**config.mk**
```make
export PLATFORM = sky130hd
export DESIGN_NAME = reg_wport_arbiter
export DESIGN_NICKNAME = d
export VERILOG_FILES = /design/src/rtl/rv_pkg.sv /design/src/rtl/reg_scoreboard.sv /design/src/rtl/reg_wport_arbiter.sv
export SDC_FILE = /design/constraint.sdc
export NUM_CORES = 1
export LEC_CHECK = 0
export BUFFER_PORTS_ARGS = -buffer_cell sky130_fd_sc_hd__buf_2
export CORE_MARGIN = 2
export CORE_UTILIZATION = 39
export DETAILED_ROUTE_END_ITERATION = 6
export PLACE_DENSITY = 0.74
export SETUP_SLACK_MARGIN = 0.05
export SYNTH_ARGS = -nofsm -noshare
export SYNTH_HDL_FRONTEND = slang
export SYNTH_SLANG_ARGS = --single-unit
```
**constraint.sdc**
```tcl
create_clock -name clk -period 1.75 [get_ports clk]
set_clock_uncertainty 0.05 [all_clocks]
set_input_delay 0.35 -clock clk [delete_from_list [all_inputs] [get_ports clk]]
set_output_delay 0.35 -clock clk [all_outputs]
set_load 0.05 [all_outputs]
```
**src/rtl/rv_pkg.sv**
```systemverilog
// Shared register-file types and constants for the integer pipeline.
// x0 is hardwired to zero; every writer must treat it as a sink.
package rv_pkg;

  localparam int XLEN  = 32;
  localparam int NREGS = 32;

  typedef logic [4:0]      reg_addr_t;
  typedef logic [XLEN-1:0] xword_t;

  localparam reg_addr_t REG_X0 = 5'd0;

endpackage

```
**src/rtl/reg_scoreboard.sv**
```systemverilog
// Pending-write scoreboard: one bit per register, set on issue, cleared on commit.
// Updates on the next edge; set wins over clear for the same register; bit 0 never sets.
module reg_scoreboard
  import rv_pkg::*;
(
  input  logic             clk,
  input  logic             reset,
  input  logic             i_set_vld,
  input  reg_addr_t        i_set_idx,
  input  logic             i_clr_vld,
  input  reg_addr_t        i_clr_idx,
  output logic [NREGS-1:0] o_busy
);

  logic [NREGS-1:0] r_busy;
  logic [NREGS-1:0] w_set_mask;
  logic [NREGS-1:0] w_clr_mask;
  logic [NREGS-1:0] w_busy_nxt;

  always_comb begin
    w_set_mask = '0;
    w_clr_mask = '0;
    if (i_set_vld && (i_set_idx != REG_X0)) begin
      w_set_mask = NREGS'(1) << i_set_idx;
    end
    if (i_clr_vld) begin
      w_clr_mask = NREGS'(1) << i_clr_idx;
    end
    // Applying the set after the clear lets a re-issue survive a same-cycle commit.
    w_busy_nxt    = (r_busy & ~w_clr_mask) | w_set_mask;
    w_busy_nxt[0] = 1'b0;
  end

  always_ff @(posedge clk) begin
    if (reset) begin
      r_busy <= '0;
    end else begin
      r_busy <= w_busy_nxt;
    end
  end

  assign o_busy = r_busy;

endmodule

```
**src/rtl/reg_wport_arbiter.sv**
```systemverilog
// Shares the register-file write port: core writeback first, secondary via valid/ready,
// zero added latency; a starved secondary force-stalls the core for one cycle.
module reg_wport_arbiter
  import rv_pkg::*;
#(
  parameter int MAX_WAIT = 4,
  parameter int CNT_W    = 4
) (
  input  logic             clk,
  input  logic             reset,
  input  logic             core_we,
  input  reg_addr_t        core_a3,
  input  xword_t           core_wd,
  input  logic             sec_valid,
  output logic             sec_ready,
  input  reg_addr_t        sec_a3,
  input  xword_t           sec_wd,
  input  logic             iss_valid,
  input  reg_addr_t        iss_rd,
  output logic             stall_core,
  output logic [NREGS-1:0] busy,
  output logic             rf_we,
  output reg_addr_t        rf_a3,
  output xword_t           rf_wd
);

  localparam logic [CNT_W-1:0] LP_MAX_WAIT = CNT_W'(MAX_WAIT);

  logic [CNT_W-1:0] r_wait_cnt;
  logic [CNT_W-1:0] w_wait_nxt;
  logic             w_core_use;
  logic             w_force;
  logic             w_hs;

  always_comb begin
    w_core_use = core_we && (core_a3 != REG_X0);
    w_force    = (r_wait_cnt == LP_MAX_WAIT) && sec_valid;
    sec_ready  = 1'b0;
    stall_core = 1'b0;
    rf_we      = 1'b0;
    rf_a3      = REG_X0;
    rf_wd      = '0;
    if (!reset) begin
      if (w_force) begin
        stall_core = 1'b1;
        sec_ready  = 1'b1;
        rf_we      = (sec_a3 != REG_X0);
        rf_a3      = sec_a3;
        rf_wd      = sec_wd;
      end else if (w_core_use) begin
        rf_we = 1'b1;
        rf_a3 = core_a3;
        rf_wd = core_wd;
      end else if (sec_valid) begin
        sec_ready = 1'b1;
        rf_we     = (sec_a3 != REG_X0);
        rf_a3     = sec_a3;
        rf_wd     = sec_wd;
      end
    end
  end

  assign w_hs = sec_valid && sec_ready;

  always_comb begin
    w_wait_nxt = r_wait_cnt;
    if (!sec_valid || w_hs) begin
      w_wait_nxt = '0;
    end else if (r_wait_cnt != LP_MAX_WAIT) begin
      w_wait_nxt = r_wait_cnt + 1'b1;
    end
  end

  always_ff @(posedge clk) begin
    if (reset) begin
      r_wait_cnt <= '0;
    end else begin
      r_wait_cnt <= w_wait_nxt;
    end
  end

  reg_scoreboard u_scoreboard (
    .clk       (clk),
    .reset     (reset),
    .i_set_vld (iss_valid),
    .i_set_idx (iss_rd),
    .i_clr_vld (w_hs),
    .i_clr_idx (sec_a3),
    .o_busy    (busy)
  );

endmodule

```
==> results.txt <==
- The flow ran to the end, but the final reports show violations.
- Violated checks: setup timing
* Max-cap viol count: 0
- Count of warnings emitted by yosys: 0
* Endpoint required time on the critical path: 1350 ps
- Dominant combinational cell family by area after synthesis: compound AO/OA/AOI/OAI gates
- Port-buffer cells: 154
* Number of fillers in the final layout: 475
* Achievable frequency: 0.4451 GHz
* Avg WL per Cell: 18.91 um
* Worst path cell trace: inv_2 -> ha_4 -> nand4b_1 -> o211a_1 -> buf_4 -> buf_12 -> a32o_2 -> buf_6
- The pre-antenna-repair detailed-routing pass consisted of 4 iterations.
* Number of nets still failing antenna checks after routing: 0
* Drt via density: 5.877
* Placement Rows: 29
- Overall Global Routing Usage: 27.88%
* Clock latency of the later-clocked register in the worst-skew pair: 280 ps
- In this run the vertical extent of the chip is 83.80 um.
- Among all flip-flop cells after synthesis, the most frequent one is sky130_fd_sc_hd__dfxtp_1.
* Worst min-delay path category: in -> reg
* Syn nets: 388
- Once the floorplan was initialized, standard cells occupied 39.80% of the core.
* Final-report hold violation count: 0
- Number of buffers inserted by hold repair at cts: 0
* Final wirelength: 10610 um
- Synthesized netlist cell count: 302
* Final min period: 2247 ps
- Summing the areas of all compound-gate instances in the mapped netlist gives 37.78% of the synthesized area.
- Clock-pin slew was measured on the worst setup and hold paths at 70 ps.
- After the last flow step, the layout net total stands at 567.
- After Yosys synthesis, and, or, nand and nor cells account for 23.93% of the synthesized area.
- Lkg Pwr: 2.066 nW
* Number of flip-flops and latches in the synthesized netlist: 35
* Core box area: 6241 um^2
- Post-synth EDFFs: 0
- Initial antenna violation count: 2
- The critical path in this run is classified as reg -> out.
* Initial detailed-routing violation count: 176
- Weighted congestion at the end of routability-driven global placement: 0.8231
- Of the available clock period, the critical path in the final layout requires 128.4%.
- Maximum level of the CTS H-tree: 2
- Mux contribution to synthesized area: 0.4030%
- After synthesis, flip-flops and latches occupy 28.21% of the total area.
- The cell sitting at the root of the clock tree is a sky130_fd_sc_hd__clkbuf_8.
- Global-route wire length before repair: 15800 um
- Fraction of layout cells with a size suffix above 1: 55.19%
* Endpoint type of the worst setup path: primary output
- Xor-xnor portion of the synthesized cell area: 0%
* Setup violation total in the final timing report: 40
- The floorplan step defined a die boundary enclosing 7022 um^2.
- Tightest hold margin: 441.9 ps
- Largest net degree at the start of global routing: 32
- Total half-perimeter wirelength after legalization and detailed placement: 6576 um
* PwrDens: 566.5 nW/um^2
- Of the post-synthesis cell area, the dominant cell type holds 28.21%.
* Vias in the first global route: 3169
- Averaged over all synthesized cells, the footprint is 8.224 um^2.
- Area Overhead vs Synth: 71.49%
* Overflow left after global routing: 0
- STA classifies the critical path startpoint as a flip-flop.
* Worst setup slack after layout: -496.7 ps
- In the routed design, unresolved DRC markers number 0.
* CP max stage delay: 330 ps
* Slew Limit Fails: 0
- Setup repair after global routing could not meet its margin everywhere.
- Critical path data arrival time: 1850 ps
- Of the total synthesized cell area, the portion taken by full adders, half adders and majority gates is 1.008%.
* Cts bufs inserted: 5
* Maximum VDD drop: 0.3422 mV
* Synth Cell Area: 2484 um^2
- Power Total: 2.413 mW
- Summing all non-filler instances in the final layout gives an area of 4259 um^2.
* Distinct cells, synth: 41
- The placed instances occupy a cell area of 3567 um^2.
- The die is 83.80 um wide.
- For this run, the number of standard cells in the final layout without fillers is 561.
- Fraction of synthesis flops using an asynchronous set or reset pin: 0%
- Clock tree from TritonCTS: yes
- Cells after DPL: 537
- CTS sink count: 35
* Core occupancy in the finished layout: 68.24%
* Ports: 156
- In this run the deepest clock path goes through 2 buffers.
* Critical-path top delay cell: sky130_fd_sc_hd__dfxtp_2
* Main area contributors after synthesis: sky130_fd_sc_hd__dfxtp_1 28%, sky130_fd_sc_hd__a32o_1 15%, sky130_fd_sc_hd__a21oi_1 12%
* Max FO, Critical Path: 19
* Cell type with the highest aggregate area in the netlist: sky130_fd_sc_hd__dfxtp_1
- Summing over every cut layer, the via total after detailed routing is 3297.
[synth_stat cells (all sizes together), types with 2 or more instances]
cell type,number
nor4b,2
a32o,37
or3,2
or2,2
or3b,4
and4b,3
nand2b,6
o211ai,3
nor3b,2
nor2,5
a31oi,4
a211oi,25
nand2,7
nor4bb,3
a2111oi,2
clkbuf,18
dfxtp,35
nor4,3
nand3b,4
nand3,2
a21oi,59
buf,20
nor3,2
ha,2
inv,4
nor2b,36
[power breakdown]
| part | switching (mW) | internal (mW) | leakage (nW) |
|---|---|---|---|
| Clock | 0.293 | 0.359 | 0.0515 |
| Sequential | 0.00504 | 0.807 | 0.284 |
| Combinational | 0.538 | 0.410 | 1.73 |
[repair_timing]
action,CTS,global route
pin swaps,31,6
endpoints found under the setup margin,40,40
cloned,6,1
resized for setup,110,5
setup buffers,8,4
[cells in the final DEF, fill, tap and decap left out, types with 3 or more instances in the layout]
| cell | instances |
|---|---|
| sky130_fd_sc_hd__nand2_1 | 7 |
| sky130_fd_sc_hd__a21oi_1 | 59 |
| sky130_fd_sc_hd__buf_16 | 5 |
| sky130_fd_sc_hd__clkbuf_8 | 7 |
| sky130_fd_sc_hd__buf_12 | 5 |
| sky130_fd_sc_hd__or3b_2 | 3 |
| sky130_fd_sc_hd__buf_2 | 112 |
| sky130_fd_sc_hd__buf_6 | 32 |
| sky130_fd_sc_hd__buf_8 | 13 |
| sky130_fd_sc_hd__and4b_1 | 3 |
| sky130_fd_sc_hd__dfxtp_1 | 33 |
| sky130_fd_sc_hd__a32o_2 | 30 |
| sky130_fd_sc_hd__nor2b_1 | 34 |
| sky130_fd_sc_hd__a211oi_1 | 25 |
| sky130_fd_sc_hd__a32o_1 | 7 |
| sky130_fd_sc_hd__a31oi_1 | 4 |
| sky130_fd_sc_hd__nor4bb_1 | 3 |
| sky130_fd_sc_hd__nor2_1 | 5 |
| sky130_fd_sc_hd__buf_4 | 42 |
| sky130_fd_sc_hd__nor4_1 | 3 |
| sky130_fd_sc_hd__nand3b_1 | 4 |
| sky130_fd_sc_hd__nand2b_1 | 5 |
[through the flow]
stage / setup TNS (ps) / setup WS [ps]
3_3_place_gp: -14110 / -374.1
3_5_place_dp: -14960 / -406.8
4_1_cts: -16140 / -428.9
2_1_floorplan: -7359 / -207.4
5_1_grt: -20600 / -545.8
6_report: -18510 / -496.7
[flip-flops by register name, summed over array words and instances, names as in the netlist]
signal               count
r_wait_cnt               4
u_scoreboard.o_busy     31
[critical path, delay by kind of cell (launching register included)]
family | cells | cell delay, ps
flops | 1 | 330
fa+ha+maj | 1 | 140
compound gates | 2 | 440
buf+inv | 4 | 510
simple gates | 1 | 140
[layout make-up]
class / instances / area, um^2 / area share (%)
tap: 77 / 96.34 / 2.262
antenna: 2 / 5.005 / 0.1175
multi-input combinational: 225 / 1645 / 38.63
sequential: 35 / 703.2 / 16.51
clock buffer: 8 / 100.1 / 2.350
timing repair buffer: 210 / 1694 / 39.78
inverter: 4 / 15.01 / 0.3525
[worst paths after layout]
path / endpoint / startpoint / cells after the start / slack (ps)
max: rf_wd[21] / r_wait_cnt[1] / 8 / -500
min: u_scoreboard.o_busy[5] / sec_a3[4] / 4 / 440
max reg2reg: u_scoreboard.o_busy[13] / r_wait_cnt[1] / 6 / 410
min reg2reg: r_wait_cnt[0] / r_wait_cnt[0] / 2 / 480
[metal layers]
layer / GRT usage [%] / up-vias / wire length, um
met5: 0 / - / 0
li1: - / 1529 / -
met1: 30.25 / 1534 / 3762
met2: 51.42 / 201 / 5574
met3: 6.231 / 33 / 839
met4: 12.17 / 0 / 433
[cell families (layout without fill, tap and decap cells)]
group | after synthesis | after routing
AO/OA/AOI/OAI | 132 | 132
AND/OR/NAND/NOR | 89 | 89
other | 1 | 3
adder cells (fa/ha/maj) | 2 | 2
buffers and inverters | 42 | 222
multiplexers | 1 | 1
flip-flops | 35 | 35
(Power assumes the default switching activity.)
